===== src/rtl/daq_pkg.sv =====
// Shared constants for the DAQ write-port arbiter: word width, header/revoke
// markers and FSM state encoding.
package daq_pkg;
    localparam int DAQ_WORD = 32;
    localparam logic [3:0]  HDR_NIBBLE  = 4'hA;
    localparam logic [15:0] REVOKE_MARK = 16'hdead;

    typedef logic [1:0] arb_state_t;
    localparam arb_state_t ST_IDLE   = 2'd0;
    localparam arb_state_t ST_GRANT  = 2'd1;
    localparam arb_state_t ST_REVOKE = 2'd2;
endpackage


===== src/rtl/daq_arbiter_rr_pick.sv =====
// Combinational round-robin finder: first set bit of req at or after ptr+1,
// wrapping modulo NDAQ.
module rr_pick
    import daq_pkg::*;
#(
    parameter int NDAQ = 5
) (
    input  logic [NDAQ-1:0] req,
    input  logic [3:0]      ptr,
    output logic            found,
    output logic [3:0]      idx
);
    logic [4:0]      cand [NDAQ];
    logic [NDAQ-1:0] hit;

    // hit[gi] is set when the channel gi+1 positions after ptr is requesting
    generate
        for (genvar gi = 0; gi < NDAQ; gi++) begin : g_cand
            logic [4:0] raw;
            assign raw       = {1'b0, ptr} + 5'(gi + 1);
            assign cand[gi]  = (raw >= 5'(NDAQ)) ? raw - 5'(NDAQ) : raw;
            assign hit[gi]   = |(req & (NDAQ'(1) << cand[gi]));
        end
    endgenerate

    always_comb begin
        found = |hit;
        idx   = 4'd0;
        for (int k = NDAQ - 1; k >= 0; k--) begin
            if (hit[k]) idx = cand[k][3:0];
        end
    end
endmodule


===== src/rtl/daq_arbiter.sv =====
// Round-robin arbiter sharing the DAQ packet-buffer write port between NDAQ
// producers, with space reservation, word limit and stuck-grant watchdog.
// Optional message header word enabled by defining DAQ_ARB_HEADER_EN.
module daq_arbiter
    import daq_pkg::*;
#(
    parameter int NDAQ      = 5,
    parameter int FIFO_BITS = 9,
    parameter int MAX_MSG   = 8,
    parameter int TIMEOUT   = 255
) (
    input  logic                     clk,
    input  logic                     rst,
    input  logic [DAQ_WORD*NDAQ-1:0] daq_data_in,
    input  logic [NDAQ-1:0]          daq_valid,
    input  logic [NDAQ-1:0]          daq_end,
    input  logic [NDAQ-1:0]          daq_req,
    output logic [NDAQ-1:0]          daq_grant,
    output logic [DAQ_WORD-1:0]      out_data,
    output logic                     out_valid,
    output logic                     out_end,
    input  logic [FIFO_BITS:0]       out_free,
    output logic [3:0]               chan,
    output logic [15:0]              timeout_cnt
);
    localparam int WCW = $clog2(MAX_MSG + 1);
`ifdef DAQ_ARB_HEADER_EN
    localparam int THRESH = MAX_MSG + 1;
`else
    localparam int THRESH = MAX_MSG;
`endif
    localparam logic [WCW-1:0] LAST_WORD  = WCW'(MAX_MSG - 1);
    localparam logic [7:0]     IDLE_LIMIT = 8'(TIMEOUT - 1);

    arb_state_t          state_reg;
    logic [NDAQ-1:0]     grant_reg;
    logic [3:0]          chan_reg;
    logic [3:0]          ptr_reg;
    logic [DAQ_WORD-1:0] out_data_reg;
    logic                out_valid_reg;
    logic                out_end_reg;
    logic [15:0]         timeout_cnt_reg;
    logic [7:0]          idle_reg;
    logic [WCW-1:0]      words_reg;
`ifdef DAQ_ARB_HEADER_EN
    logic [15:0]         seq_reg;
`endif

    logic                pick_found;
    logic [3:0]          pick_idx;
    logic                sel_valid;
    logic                sel_end;
    logic                space_ok;
    logic                at_limit;
    logic [DAQ_WORD-1:0] sel_data;
    logic [DAQ_WORD-1:0] data_masked [NDAQ];

    rr_pick #(.NDAQ(NDAQ)) u_pick (
        .req   (daq_req),
        .ptr   (ptr_reg),
        .found (pick_found),
        .idx   (pick_idx)
    );

    // The one-hot grant doubles as the input select, so other channels never leak through
    assign sel_valid = |(daq_valid & grant_reg);
    assign sel_end   = |(daq_end & grant_reg);
    assign space_ok  = out_free >= (FIFO_BITS + 1)'(THRESH);
    assign at_limit  = (words_reg == LAST_WORD);

    generate
        for (genvar gi = 0; gi < NDAQ; gi++) begin : g_sel
            assign data_masked[gi] = grant_reg[gi] ? daq_data_in[gi*DAQ_WORD +: DAQ_WORD] : '0;
        end
    endgenerate

    always_comb begin
        sel_data = '0;
        for (int k = 0; k < NDAQ; k++) sel_data = sel_data | data_masked[k];
    end

    always_ff @(posedge clk) begin
        if (rst) begin
            state_reg       <= ST_IDLE;
            grant_reg       <= '0;
            chan_reg        <= '0;
            ptr_reg         <= '0;
            out_data_reg    <= '0;
            out_valid_reg   <= 1'b0;
            out_end_reg     <= 1'b0;
            timeout_cnt_reg <= '0;
            idle_reg        <= '0;
            words_reg       <= '0;
`ifdef DAQ_ARB_HEADER_EN
            seq_reg         <= '0;
`endif
        end else begin
            out_valid_reg <= 1'b0;
            out_end_reg   <= 1'b0;
            case (state_reg)
                ST_IDLE: begin
                    if (pick_found && space_ok) begin
                        grant_reg <= NDAQ'(1) << pick_idx;
                        chan_reg  <= pick_idx;
                        idle_reg  <= '0;
                        words_reg <= '0;
                        state_reg <= ST_GRANT;
`ifdef DAQ_ARB_HEADER_EN
                        out_valid_reg <= 1'b1;
                        out_data_reg  <= {HDR_NIBBLE, pick_idx, 8'd0, seq_reg};
                        seq_reg       <= seq_reg + 16'd1;
`endif
                    end
                end
                ST_GRANT: begin
                    if (sel_valid) begin
                        out_valid_reg <= 1'b1;
                        out_data_reg  <= sel_data;
                        out_end_reg   <= sel_end || at_limit;
                        words_reg     <= words_reg + 1'b1;
                        idle_reg      <= '0;
                        if (sel_end || at_limit) begin
                            grant_reg <= '0;
                            ptr_reg   <= chan_reg;
                            state_reg <= ST_IDLE;
                        end
                    end else if (idle_reg == IDLE_LIMIT) begin
                        // Close a partially forwarded message so the packer is not left hanging
                        if (words_reg != '0) begin
                            out_valid_reg <= 1'b1;
                            out_end_reg   <= 1'b1;
                            out_data_reg  <= {REVOKE_MARK, 12'd0, chan_reg};
                        end
                        if (timeout_cnt_reg != 16'hffff) timeout_cnt_reg <= timeout_cnt_reg + 16'd1;
                        grant_reg <= '0;
                        ptr_reg   <= chan_reg;
                        state_reg <= ST_REVOKE;
                    end else begin
                        idle_reg <= idle_reg + 8'd1;
                    end
                end
                ST_REVOKE: state_reg <= ST_IDLE;
                default:   state_reg <= ST_IDLE;
            endcase
        end
    end

    assign daq_grant   = grant_reg;
    assign out_data    = out_data_reg;
    assign out_valid   = out_valid_reg;
    assign out_end     = out_end_reg;
    assign chan        = chan_reg;
    assign timeout_cnt = timeout_cnt_reg;
endmodule

===== config.mk =====
export PLATFORM = sky130hd
export DESIGN_NAME = daq_arbiter
export DESIGN_NICKNAME = d
export VERILOG_FILES = /design/src/rtl/daq_pkg.sv /design/src/rtl/daq_arbiter_rr_pick.sv /design/src/rtl/daq_arbiter.sv
export SDC_FILE = /design/constraint.sdc
export NUM_CORES = 1
export LEC_CHECK = 0
export BUFFER_PORTS_ARGS = -buffer_cell sky130_fd_sc_hd__buf_2
export CAP_MARGIN = 20
export CORE_MARGIN = 4
export CORE_UTILIZATION = 41
export CTS_CLUSTER_SIZE = 25
export DETAILED_ROUTE_END_ITERATION = 10
export GPL_TIMING_DRIVEN = 0
export PLACE_DENSITY = 0.8
export SYNTH_ARGS = -nofsm -noshare
export SYNTH_HDL_FRONTEND = slang
export SYNTH_SLANG_ARGS = --single-unit
export TNS_END_PERCENT = 10

===== constraint.sdc =====
create_clock -name clk -period 4.1 [get_ports clk]
set_clock_uncertainty 0.15 [all_clocks]
set_input_delay 0.82 -clock clk [delete_from_list [all_inputs] [get_ports clk]]
set_output_delay 0.82 -clock clk [all_outputs]
set_load 0.1 [all_outputs]

Word level (Yosys, flattened, before mapping)
Index checks and enable logic that the tools add are counted.

storage, ports and cells
  input bits = 187
  bits in registers = 77
  logic and storage cells = 124
  output and inout bits = 59

cells by class
  $lt $le $gt $ge = 6
  add/subtract/negate cells = 13
  equality and inequality tests = 10
  shifts and indexed selects = 6
  bitwise gates (word level) = 13
  reduce and logical (&&, ||, !) cells = 24
  multiplexer cells = 42

operators with widths
  operator                                              count
  two-way mux 32 bit                                    8
  OR 32 bit                                             4
  two-way mux 5 bit                                     9
  two-way mux 4 bit                                     10
  bitwise AND 5 bit                                     7
  OR reduction 5 bit                                    7
  >= comparator 5 x 3 -> 1 bit, second input constant   5
  OR reduction 25 bit                                   1
  left shift 1 x 5 -> 5 bit, first input constant       5
  subtractor 5 x 3 -> 5 bit, second input constant      5
  two-way mux 8 bit                                     3
  adder 16 x 1 -> 16 bit, second input constant         1
  != test 16 bit, second input constant                 1
  case mux 8 bit (2 select lines)                       1
  AND reduction 3 bit                                   5
  adder 4 x 2 -> 5 bit, second input constant           2
  adder 4 x 3 -> 5 bit, second input constant           2
  >= comparator 10 x 4 -> 1 bit, second input constant  1
  case mux 5 bit (2 select lines)                       1
  != test 3 bit, second input constant                  3
  adder 8 x 1 -> 8 bit, second input constant           1
  == test 8 bit, second input constant                  1
  two-way mux 2 bit                                     4
  case mux 4 bit (2 select lines)                       1
  other kinds (18)                                      26

Depth between registers and ports, before layout
Gate-level depths: netlist of run 1.

  depth after elaboration = 14
  mapped depth = 18
  depth with buffers taken out = 11

By module
Synthesis of run 1 repeated with hierarchy kept, for this count alone.

unflattened totals
  cell total of the unflattened synthesis = 738
  area total of the unflattened synthesis = 5993.2 um^2

by module, submodules not included
  module       area each (um^2)  instances  sequential area each (um^2)  cells each
  daq_arbiter  3958.8            1          1541.5                       451
  rr_pick      2034.5            1          0.0                          287

Worst setup path before layout of run 1
Ideal clock, no wire load.

  path kind = register to register
  start = register ptr_reg[0]
  end = register words_reg[3]
  arrival time = 3.723 ns
  cell stages (with the launch flop) = 17
  setup slack = 0.155 ns
  clock period less this slack = 3.945 ns
  required time = 3.878 ns
  setup time = 0.072 ns
  path buffers = 5
  path through = dfxtp_1 > buf_4 > buf_6 > inv_2 > clkbuf_1 > ha_1 > buf_2 > or3b_1 > a21oi_1 > o21ai_1 > a2bb2oi_2 > a221o_1 > nand3_2 > o41a_1 > buf_4 > or3_1 > mux2i_1

between the ends
  longest elaborated chain between the ends = 9
  elaborated cells on any way between the ends = 34
  those cells by class = 10 x add/sub; 5 x order compare; 1 x eq/ne; 5 x shift; 5 x mux; 5 x bitwise; 3 x reduce/logical

ends and longest elaborated chain
  item                                                                              RTL line                   text
  start, declared                                                                   daq_arbiter.sv:38          logic [3:0] ptr_reg;
  start signal, assigned                                                            daq_arbiter.sv:124         ptr_reg <= chan_reg;
  start signal, assigned                                                            daq_arbiter.sv:136         ptr_reg <= chan_reg;
  adder 4 x 3 -> 5 bit, or another cell as far along                                daq_arbiter_rr_pick.sv:20  assign raw = {1'b0, ptr} + 5'(gi + 1);
  subtractor 5 x 3 -> 5 bit / >= comparator 5 x 3 -> 1 bit (equally long branches)  daq_arbiter_rr_pick.sv:21  assign cand[gi] = (raw >= 5'(NDAQ)) ? raw - 5'(NDAQ) : raw;
  two-way mux 5 bit                                                                 daq_arbiter_rr_pick.sv:21
  left shift 1 x 5 -> 5 bit                                                         daq_arbiter_rr_pick.sv:22  assign hit[gi] = |(req & (NDAQ'(1) << cand[gi]));
  bitwise AND 5 bit                                                                 daq_arbiter_rr_pick.sv:22
  OR reduction 25 bit (*)                                                           daq_arbiter_rr_pick.sv:27  found = |hit;
  logical AND 1 bit (*)                                                             daq_arbiter.sv:102         if (pick_found && space_ok) begin
  != test 2 bit (no line) (*)                                                       -
  AND reduction 3 bit (no line) (*)                                                 -
  end signal, assigned                                                              daq_arbiter.sv:120         words_reg <= words_reg + 1'b1;
  end, declared                                                                     daq_arbiter.sv:44          logic [WCW-1:0] words_reg;

Every way passes the cells marked *; elsewhere a longest branch is shown, timed or not.
A chain may end at the register's enable or synchronous reset.

Worst setup path in the final report of run 1
  start = register ptr_reg[0]
  end = register words_reg[2]

Same word-level chain as after synthesis.

==> summary.md, run 1 <==
| Metric | Value |
|---|---|
| Run status | `finished, final reports clean` |
| TritonCTS buffer count | `9` |
| Mapped Nets | `955` |
| Largest net degree at the start of global routing | `13` |
| Ys async rst share | `0%` |
| Placed inst area | `7378 sq um` |
| Core Region | `14040 sq um` |
| Place WS | `-0.6750 ns` |
| Register area share after synthesis | `25.92%` |
| Clock slew seen by the registers of the worst setup and hold paths | `0.06 ns` |
| Synth Register Bits | `77` |
| Most common cell after layout, fill and taps aside | `buf_2` |
| Mapped Area | `5947 sq um` |
| Total grt overflow | `0` |
| Starting Density | `42.35%` |
| Syn. warnings | `0` |
| Part of the cycle the worst path needs | `97.94%` |
| CP max FO | `12` |
| Dpl cells | `1171` |
| Initial antenna violation count | `0` |
| Final HPWL DP | `19.08 mm` |
| FMAX | `249.0 MHz` |
| Hold WC Path Type | `flop to flop` |
| First-pass DRT Iterations | `6` |
| WL per Instance | `20.68 microns` |
| Layout Area Growth over Synthesis | `33.49%` |
| # setup viols final | `0` |
| Top FF cell, synth | `dfxtp_1` |
| EDFF count, synth | `0` |
| Slew headroom | `50.28%` |
| CP Class | `flop to flop` |
| Startpoint types | `flop` |
| Max_cap viols | `0` |
| Final slew viol count | `0` |
| Post-route ant nets | `0` |
| Synth area leaders | `dfxtp_1, a222oi_1, nor2_1` |
| Layout cells sized above 1 | `32.81%` |
| Worst skew pair latency | `0.34 ns` |
| Pleak | `3.333 nW` |
| Leading area contributor after synthesis | `dfxtp_1` |
| Hold Path Origin | `out_data[20]` |
| Number of distinct library cells after synthesis | `87` |
| Reg2reg start | `ptr_reg[0]` |
| Final antenna diode count | `0` |
| Fin cells | `1192` |
| WP data arrival | `4.09 ns` |
| Hold EP | `out_data[20]` |
| Final WS setup | `0.08441 ns` |
| Maximum VDD drop | `266.7 uV` |
| Cell count after synthesis | `750` |
| Hold WS | `0.3334 ns` |
| Worst Setup End Kind | `flop` |
| Pwr/cell area | `336.1 nW/um^2` |
| Commonest non-fill, non-tap cells in the layout | `buf_2, nor2_1, dfxtp_1` |
| Root Driver | `clkbuf_16` |
| Hold-critical path depth | `2` |
| # rows | `43` |
| Vias in the first global route | `7059` |
| CTS Hold Bufs | `0` |
| RePlAce Congestion | `0.9718` |
| Syn Area/Cell | `7.929 sq um` |
| Final hold viol count | `0` |
| Final WL | `24.65 mm` |
| H-tree levels | `3` |
| Vias per cell | `6.297` |
| Fin crit period | `4.016 ns` |
| Via Count | `7506` |
| Area share of the largest cell type after synthesis | `25.92%` |
| Max reg flops | `32` |
| Die width | `128.4 microns` |
| PortBufs | `241` |
| Die Height | `128.4 microns` |
| Reg2Reg Setup Slack | `0.08 ns` |
| Initial DRC count | `1004` |
| Fin nets | `1215` |
| Die ar. | `16500 sq um` |
| Ports | `246` |
| Post-route cell area | `7939 sq um` |
| Global-route wire length before repair | `36.56 mm` |
| Worst Max-Slew Pin Slew | `0.7414 ns` |
| Post-route total power | `2.668 mW` |
| CTS max path bufs | `2` |
| RR Endpoint | `words_reg[2]` |
| Worst r2r path cells | `15` |
| # clock sinks | `77` |
| DRC errors left | `0` |
| CTS tree | `built` |
| Gr usage total | `27.57%` |
| CP required | `4.17 ns` |
==> worst max-delay path by stage <==
stage          slack, ns  cells after the start       start      endpoint
2_1_floorplan       0.16                     16  ptr_reg[0]  words_reg[3]
4_1_cts             0.04                     14  ptr_reg[0]   idle_reg[7]
3_3_place_gp       -0.61                     15  ptr_reg[0]  daq_grant[1]
3_5_place_dp       -0.68                     16  ptr_reg[0]  words_reg[3]
5_1_grt            -0.01                     13  ptr_reg[2]   idle_reg[0]
6_report            0.08                     15  ptr_reg[0]  words_reg[2]
==> per-stage QoR <==
| stage | util (%) | TNS [ns] |
|---|---|---|
| floorplan | - | 0 |
| global placement | 52.54 | -11.28 |
| detailed placement | 52.54 | -13.34 |
| CTS | 55.80 | 0 |
| global route | 56.54 | -0.02664 |
| finish | 56.54 | 0 |
==> power breakdown <==
part	switching, mW	internal, mW
clock	0.296	0.523
sequential	0.0307	0.788
combinational	0.715	0.315
total	1.04	1.63
==> repair_timing <==
item | in CTS | in global routing
setup endpoints to repair | 22 | 22
pin swaps | 3 | 3
gates resized for setup | 28 | 23
hold endpoints to repair | 0 | 0
setup buffers | 5 | 1
cloned | 0 | 2
==> metal layers <==
| layer | wire [microns] | track usage, % | up-vias |
|---|---|---|---|
| met4 | 980 | 11.11 | 0 |
| li1 | - | - | 3428 |
| met5 | 0 | 0 | - |
| met1 | 9502 | 34.74 | 3537 |
| met3 | 2202 | 4.442 | 74 |
| met2 | 11970 | 46.92 | 467 |
==> critical path, cell delays in order, from the launching register on <==
cell and delay [ns]:
dfxtp_4 0.36, buf_8 0.15, buf_8 0.15, inv_2 0.13, buf_8 0.18, ha_4 0.25, buf_4 0.19, or3b_1 0.39
a21oi_2 0.18, o21ai_1 0.11, a2bb2oi_2 0.19, a221o_1 0.19, nand3_2 0.15, o41a_1 0.54, o21ai_0 0.25, mux2_2 0.35
==> Yosys cell counts (5+ instances only) <==
master     n
inv_1     15
nand4_1   17
nor2_1    87
a222oi_1  34
xor2_1    11
a31oi_1   10
or4_1      9
nor3_1    11
a311oi_1  19
o21ai_0   16
xnor2_1   16
nor2b_1    7
a21o_1     7
a211oi_1   6
or3_1      7
ha_1      18
and4_1     5
clkbuf_1  45
a22oi_1   38
nand3b_1   7
and3_1    10
nand3_1   32
dfxtp_1   77
nand2b_1  10
mux2i_1   21
a21oi_1   65
nand2_1   38
buf_2     11
==> cell families after synthesis <==
group                      after synthesis  share of synthesized area (%)
DFF                                     77                          25.92
adders and majority gates               18                          3.787
AOI/OAI and AO/OA                      258                          33.41
xor gates and xnor gates                27                          3.976
muxes                                   23                          3.913
and+or+nand+nor                        264                          23.02
buffers and inverters                   83                          5.975
==> final cells by class <==
cell class | count | area (sq um)
buffer | 64 | 336.6
clock buffer | 9 | 225.2
fill | 1336 | 6103
multi-input combinational | 591 | 4189
clock inverter | 4 | 76.32
tap | 180 | 225.2
inverter | 19 | 80.08
sequential | 77 | 1548
timing repair buffer | 248 | 1259
Note: power is estimated with default switching activity, not from simulation.
==> run 2, diff against run 1 <==
Settings changed: CORE_UTILIZATION 41 to 45, PLACE_DENSITY 0.8 to 0.86.
==> summary.md, run 2 (synthesis gave the netlist of run 1 again) <==
| Metric | Value |
|---|---|
| Most common cell after layout, fill and taps aside | `buf_2 (unchanged)` |
| Die ar. | `15120 sq um (was 16500 sq um)` |
| Reg2reg start | `ptr_reg[1] (was ptr_reg[0])` |
| Root Driver | `clkbuf_16 (unchanged)` |
| Post-route total power | `2.595 mW (was 2.668 mW)` |
| Run status | `finished, final reports clean (unchanged)` |
| Dpl cells | `1163 (was 1171)` |
| CP Class | `flop to flop (unchanged)` |
| Sequential share of power | `31.6% (was 30.7%)` |
| Commonest non-fill, non-tap cells in the layout | `buf_2, nor2_1, dfxtp_1 (unchanged)` |
| DRC errors left | `0 (unchanged)` |
| H-tree levels | `3 (unchanged)` |
| WL met1 | `9.459 mm (was 9.502 mm)` |
| FMAX | `248.4 MHz (was 249.0 MHz)` |
| Via Count | `7631 (was 7506)` |
| Worst Setup End Kind | `flop (unchanged)` |
| Initial DRC count | `1039 (was 1004)` |
| Final hold viol count | `0 (unchanged)` |
| Logic gate share of total power | `39.1% (was 38.6%)` |
| Placed inst area | `7368 sq um (was 7378 sq um)` |
| Startpoint types | `flop (unchanged)` |
| Sw Share | `40.99% (was 39.05%)` |
| CP required | `4.21 ns (was 4.17 ns)` |
| Pleak | `3.385 nW (was 3.333 nW)` |
| Largest net degree at the start of global routing | `14 (was 13)` |
| PortBufs | `241 (unchanged)` |
| Fin cells | `1195 (was 1192)` |
| # setup viols final | `0 (unchanged)` |
| Ports | `246 (unchanged)` |
| Final antenna diode count | `0 (unchanged)` |
| Max_cap viols | `0 (unchanged)` |
| Fin nets | `1223 (was 1215)` |
| Vias in the first global route | `6830 (was 7059)` |
| Vias per cell | `6.386 (was 6.297)` |
| WL per Instance | `20.69 microns (was 20.68 microns)` |
| # rows | `41 (was 43)` |
| Final slew viol count | `0 (unchanged)` |
| Clock slew seen by the registers of the worst setup and hold paths | `0.06 ns (about the same)` |
| Post-route cell area | `7999 sq um (was 7939 sq um)` |
| First-pass DRT Iterations | `9 (was 6)` |
| Worst skew pair latency | `0.35 ns (was 0.34 ns)` |
| Hold WC Path Type | `flop to flop (unchanged)` |
| Die Height | `123.0 microns (was 128.4 microns)` |
| Reg2Reg Setup Slack | `0.07 ns (was 0.08 ns)` |
| Starting Density | `46.56% (was 42.35%)` |
| Slew headroom | `50.92% (was 50.28%)` |
| CTS max path bufs | `2 (unchanged)` |
| Core Region | `12770 sq um (was 14040 sq um)` |
| RePlAce Congestion | `0.9858 (was 0.9718)` |
| Crit path to | `idle_reg[5] (was words_reg[2])` |
| TritonCTS buffer count | `9 (unchanged)` |
| RR Endpoint | `idle_reg[5] (was words_reg[2])` |
| CP max FO | `10 (was 12)` |
| Pwr/cell area | `324.4 nW/um^2 (was 336.1 nW/um^2)` |
| Total grt overflow | `0 (unchanged)` |
| Global-route wire length before repair | `36.19 mm (was 36.56 mm)` |
| Part of the cycle the worst path needs | `98.18% (was 97.94%)` |
| Die width | `123.0 microns (was 128.4 microns)` |
| Final WL | `24.72 mm (was 24.65 mm)` |
| Fill cells | `1110 (was 1336)` |
| Fin crit period | `4.025 ns (was 4.016 ns)` |
| Switch Pwr | `1.064 mW (was 1.042 mW)` |
| Final HPWL DP | `18.94 mm (was 19.08 mm)` |
| Post-Route Utilization | `62.62% (was 56.54%)` |
| Worst r2r path cells | `15 (unchanged)` |
| Uppermost layer routed | `met4 (unchanged)` |
| CP Launch Point | `ptr_reg[1] (was ptr_reg[0])` |
| Initial antenna violation count | `0 (unchanged)` |
| CTS tree | `built (unchanged)` |
| WP data arrival | `4.14 ns (was 4.09 ns)` |
| Maximum VDD drop | `250.2 uV (was 266.7 uV)` |
| Layout Area Growth over Synthesis | `34.50% (was 33.49%)` |
| # clock sinks | `77 (unchanged)` |
| Post-route ant nets | `0 (unchanged)` |
| WL met3 | `2.738 mm (was 2.202 mm)` |
| Worst Max-Slew Pin Slew | `0.7312 ns (was 0.7414 ns)` |
| P_int | `1.531 mW (was 1.626 mW)` |
| Metal2 WL | `11.60 mm (was 11.97 mm)` |
| Gr usage total | `30.48% (was 27.57%)` |
| Layout cells sized above 1 | `33.82% (was 32.81%)` |
| CTS Hold Bufs | `0 (unchanged)` |
| Max reg flops | `32 (unchanged)` |
| Clk pwr share | `29.2% (was 30.7%)` |
run 2: layout make-up:
| type | instances | area, sq um | area share, % |
|---|---|---|---|
| Buffer | 64 | 350.3 | 4.380 |
| Clock buffer | 11 | 242.7 | 3.035 |
| Clock inverter | 5 | 35.03 | 0.4380 |
| Inverter | 19 | 82.58 | 1.032 |
| Multi-Input combinational cell | 590 | 4197 | 52.46 |
| Sequential cell | 77 | 1550 | 19.38 |
| Tap cell | 172 | 215.2 | 2.690 |
| Timing Repair Buffer | 257 | 1326 | 16.58 |
run 2: timing repair:
action | in CTS | in global routing
buffers inserted | 4 | 12
hold endpoints to repair | 0 | 0
pin swaps | 4 | 7
setup endpoints to repair | 22 | 22
resized for setup | 25 | 35
run 2: layer usage:
metal  up-vias  GRT usage [%]
li1       3449              -
met1      3527          40.65
met2       571          48.27
met3        84          6.587
met4         0          11.69
met5         -              0
run 2: how the worst min path moves through the flow:
stage | from | endpoint | slack [ns] | cells past startpoint
floorplan | idle_reg[4] | idle_reg[4] | 0.30 | 2
global placement | out_data[7] | out_data[7] | 0.31 | 2
detailed placement | idle_reg[4] | idle_reg[4] | 0.32 | 2
CTS | idle_reg[4] | idle_reg[4] | 0.33 | 2
global route | out_data[27] | out_data[27] | 0.36 | 2
finish | idle_reg[4] | idle_reg[4] | 0.34 | 2
run 2: power groups by stage:
stage / Clock, mW / Sequential (mW) / Combinational (mW)
6_report: 0.758 / 0.821 / 1.02
3_3_place_gp: 0 / 0.836 / 0.937
5_1_grt: 0.790 / 0.825 / 1.07
3_5_place_dp: 0 / 0.836 / 0.945
4_1_cts: 0.755 / 0.820 / 0.967
2_1_floorplan: 0 / 1.07 / 0.433
run 2: worst max-delay path: stages, from the launching register on:
cell	delay (ns)
dfxtp_2	0.39
buf_6	0.18
clkinvlp_4	0.22
ha_4	0.22
buf_2	0.19
nor3b_4	0.27
buf_4	0.17
nand2_1	0.06
mux2i_2	0.25
a31o_1	0.18
a221o_1	0.28
nand3_2	0.14
o41a_1	0.45
buf_4	0.17
or4_1	0.46
mux2i_1	0.17
run 2: metrics by stage:
stage	hold WS, ns	TNS (ns)	setup WS, ns
2_1_floorplan	0.3030	0	0.1551
3_3_place_gp	0.3105	-11.54	-0.6006
3_5_place_dp	0.3250	-11.73	-0.6152
4_1_cts	0.3325	0	0.003012
5_1_grt	0.3594	-0.6768	-0.08691
6_report	0.3355	0	0.07461
==> run 3, diff against run 2 <==
Settings changed: RECOVER_POWER set to 100.
==> summary.md, run 3 (synthesis gave the netlist of run 1 again) <==
| Metric | Value |
|---|---|
| Run status | `finished, final reports clean (unchanged)` |
| Worst skew pair latency | `0.35 ns (about the same)` |
| Maximum VDD drop | `254.4 uV (was 250.2 uV)` |
| Post-route total power | `2.584 mW (was 2.595 mW)` |
| Max_cap viols | `0 (unchanged)` |
| RePlAce Congestion | `0.9858 (unchanged)` |
| Starting Density | `46.56% (unchanged)` |
| Post-route ant nets | `0 (unchanged)` |
| FMAX | `249.3 MHz (was 248.4 MHz)` |
| Dpl cells | `1163 (unchanged)` |
| WL per Instance | `20.69 microns (about the same)` |
| CP max FO | `12 (was 10)` |
| CTS max path bufs | `2 (unchanged)` |
| Slowest stage cell, crit path | `or4_1 (unchanged)` |
| Max reg flops | `32 (unchanged)` |
| Final WS setup | `0.08897 ns (was 0.07461 ns)` |
| CP required | `4.21 ns (about the same)` |
| Final antenna diode count | `0 (unchanged)` |
| Gr usage total | `30.48% (unchanged)` |
| Hold WS | `0.3338 ns (was 0.3355 ns)` |
| Final HPWL DP | `18.94 mm (unchanged)` |
| Die Height | `123.0 microns (unchanged)` |
| Pwr/cell area | `326.3 nW/um^2 (was 324.4 nW/um^2)` |
| Layout Area Growth over Synthesis | `33.18% (was 34.50%)` |
| Initial DRC count | `1094 (was 1039)` |
| CP Launch Point | `ptr_reg[0] (was ptr_reg[1])` |
| Initial antenna violation count | `0 (unchanged)` |
| Fin crit period | `4.011 ns (was 4.025 ns)` |
| Worst path depth | `17 (was 15)` |
| RR Endpoint | `idle_reg[5] (unchanged)` |
| Pleak | `3.124 nW (was 3.385 nW)` |
| Fin cells | `1195 (unchanged)` |
| # rows | `41 (unchanged)` |
| Root Driver | `clkbuf_16 (unchanged)` |
| Part of the cycle the worst path needs | `97.83% (was 98.18%)` |
| Die ar. | `15120 sq um (unchanged)` |
| # setup viols final | `0 (unchanged)` |
| Worst Setup End Kind | `flop (unchanged)` |
| Total grt overflow | `0 (unchanged)` |
| PortBufs | `241 (unchanged)` |
| Final hold viol count | `0 (unchanged)` |
| TritonCTS buffer count | `9 (unchanged)` |
| CP peak stage delay | `0.46 ns (about the same)` |
| Die width | `123.0 microns (unchanged)` |
| Ports | `246 (unchanged)` |
| Reg2Reg Setup Slack | `0.09 ns (was 0.07 ns)` |
| Fin nets | `1223 (unchanged)` |
| Global-route wire length before repair | `36.19 mm (unchanged)` |
| Hold WC Path Type | `flop to flop (unchanged)` |
| Vias per cell | `6.408 (was 6.386)` |
| Placed inst area | `7368 sq um (unchanged)` |
| CP Class | `flop to flop (unchanged)` |
| CTS tree | `built (unchanged)` |
| Setup TNS | `0 ns (unchanged)` |
| Crit path to | `idle_reg[5] (unchanged)` |
| Post-Route Utilization | `62.00% (was 62.62%)` |
| CTS Hold Bufs | `0 (unchanged)` |
| Post-route cell area | `7920 sq um (was 7999 sq um)` |
| Commonest non-fill, non-tap cells in the layout | `buf_2, clkbuf_1, nor2_1 (was buf_2, nor2_1, dfxtp_1)` |
| Final WL | `24.73 mm (was 24.72 mm)` |
| Most common cell after layout, fill and taps aside | `buf_2 (unchanged)` |
| WP buf/inv | `7 (was 5)` |
| Clock slew seen by the registers of the worst setup and hold paths | `0.06 ns (about the same)` |
| # clock sinks | `77 (unchanged)` |
| H-tree levels | `3 (unchanged)` |
| Place WS | `-0.6152 ns (unchanged)` |
| Worst Max-Slew Pin Slew | `1.284 ns (was 0.7312 ns)` |
| Core Region | `12770 sq um (unchanged)` |
| Vias in the first global route | `6830 (unchanged)` |
| Top delay family on crit path | `buffers and inverters (unchanged)` |
| First-pass DRT Iterations | `11 (was 9)` |
| DRC errors left | `0 (unchanged)` |
| Via Count | `7657 (was 7631)` |
| Critical path, cell by cell | `buf_8, buf_12, inv_4, buf_12, ha_4, buf_2, nor3b_4, buf_4, nand2_1, mux2i_1, a31o_1, a221o_1, nand3_2, o41a_1, buf_4, or4_1, mux2i_1 (was buf_6, clkinvlp_4, ha_4, buf_2, nor3b_4, buf_4, nand2_1, mux2i_2, a31o_1, a221o_1, nand3_2, o41a_1, buf_4, or4_1, mux2i_1)` |
| Layout cells sized above 1 | `27.86% (was 33.82%)` |
| Final slew viol count | `0 (unchanged)` |
| Reg2reg start | `ptr_reg[0] (was ptr_reg[1])` |
| WP data arrival | `4.12 ns (was 4.14 ns)` |
| Startpoint types | `flop (unchanged)` |
| Slew headroom | `14.79% (was 50.92%)` |
| Worst r2r path cells | `17 (was 15)` |
| Largest net degree at the start of global routing | `14 (unchanged)` |
run 3: cell types whose count changed in the layout (fill, tap and decap cells not counted), sizes merged:
cell    change
buf        -61
clkbuf     +61
run 3: worst min path at each step:
stage                       from           end  slack, ns  depth (start not counted)
finish               idle_reg[4]   idle_reg[4]       0.33                          2
global route        out_data[27]  out_data[27]       0.36                          2
CTS                  idle_reg[4]   idle_reg[4]       0.33                          2
detailed placement   idle_reg[4]   idle_reg[4]       0.32                          2
global placement     out_data[7]   out_data[7]       0.31                          2
floorplan            idle_reg[4]   idle_reg[4]       0.30                          2
run 3: final cells by class:
| cell class | count | area, sq um |
|---|---|---|
| Timing Repair Buffer | 257 | 1252 |
| Clock inverter | 5 | 35.03 |
| Tap cell | 172 | 215.2 |
| Buffer | 64 | 350.3 |
| Inverter | 19 | 82.58 |
| Clock buffer | 11 | 242.7 |
| Multi-Input combinational cell | 590 | 4192 |
| Fill cell | 1139 | 4853 |
| Sequential cell | 77 | 1550 |
run 3: report_power, final:
group | switching [mW] | total, mW | internal, mW
Sequential | 0.0356 | 0.822 | 0.787
Combinational | 0.701 | 1.01 | 0.307
Clock | 0.327 | 0.754 | 0.428
Total | 1.06 | 2.58 | 1.52
run 3: repair_timing:
item                       in CTS  in global routing
resized for setup              25                 35
setup buffers                   4                 12
setup endpoints to repair      22                 22
pin swaps                       4                  7
run 3: worst min-delay path, stage by stage (launching register included):
cell     delay, ns
dfxtp_1       0.31
nand4_1       0.06
mux2i_1       0.06
run 3: layer usage:
| layer | up-vias | global-route usage [%] | part of all wire, % |
|---|---|---|---|
| li1 | 3451 | - | - |
| met1 | 3608 | 40.65 | 38 |
| met2 | 519 | 48.27 | 47 |
| met3 | 79 | 6.587 | 11 |
| met4 | 0 | 11.69 | 3.7 |
| met5 | - | 0 | 0 |
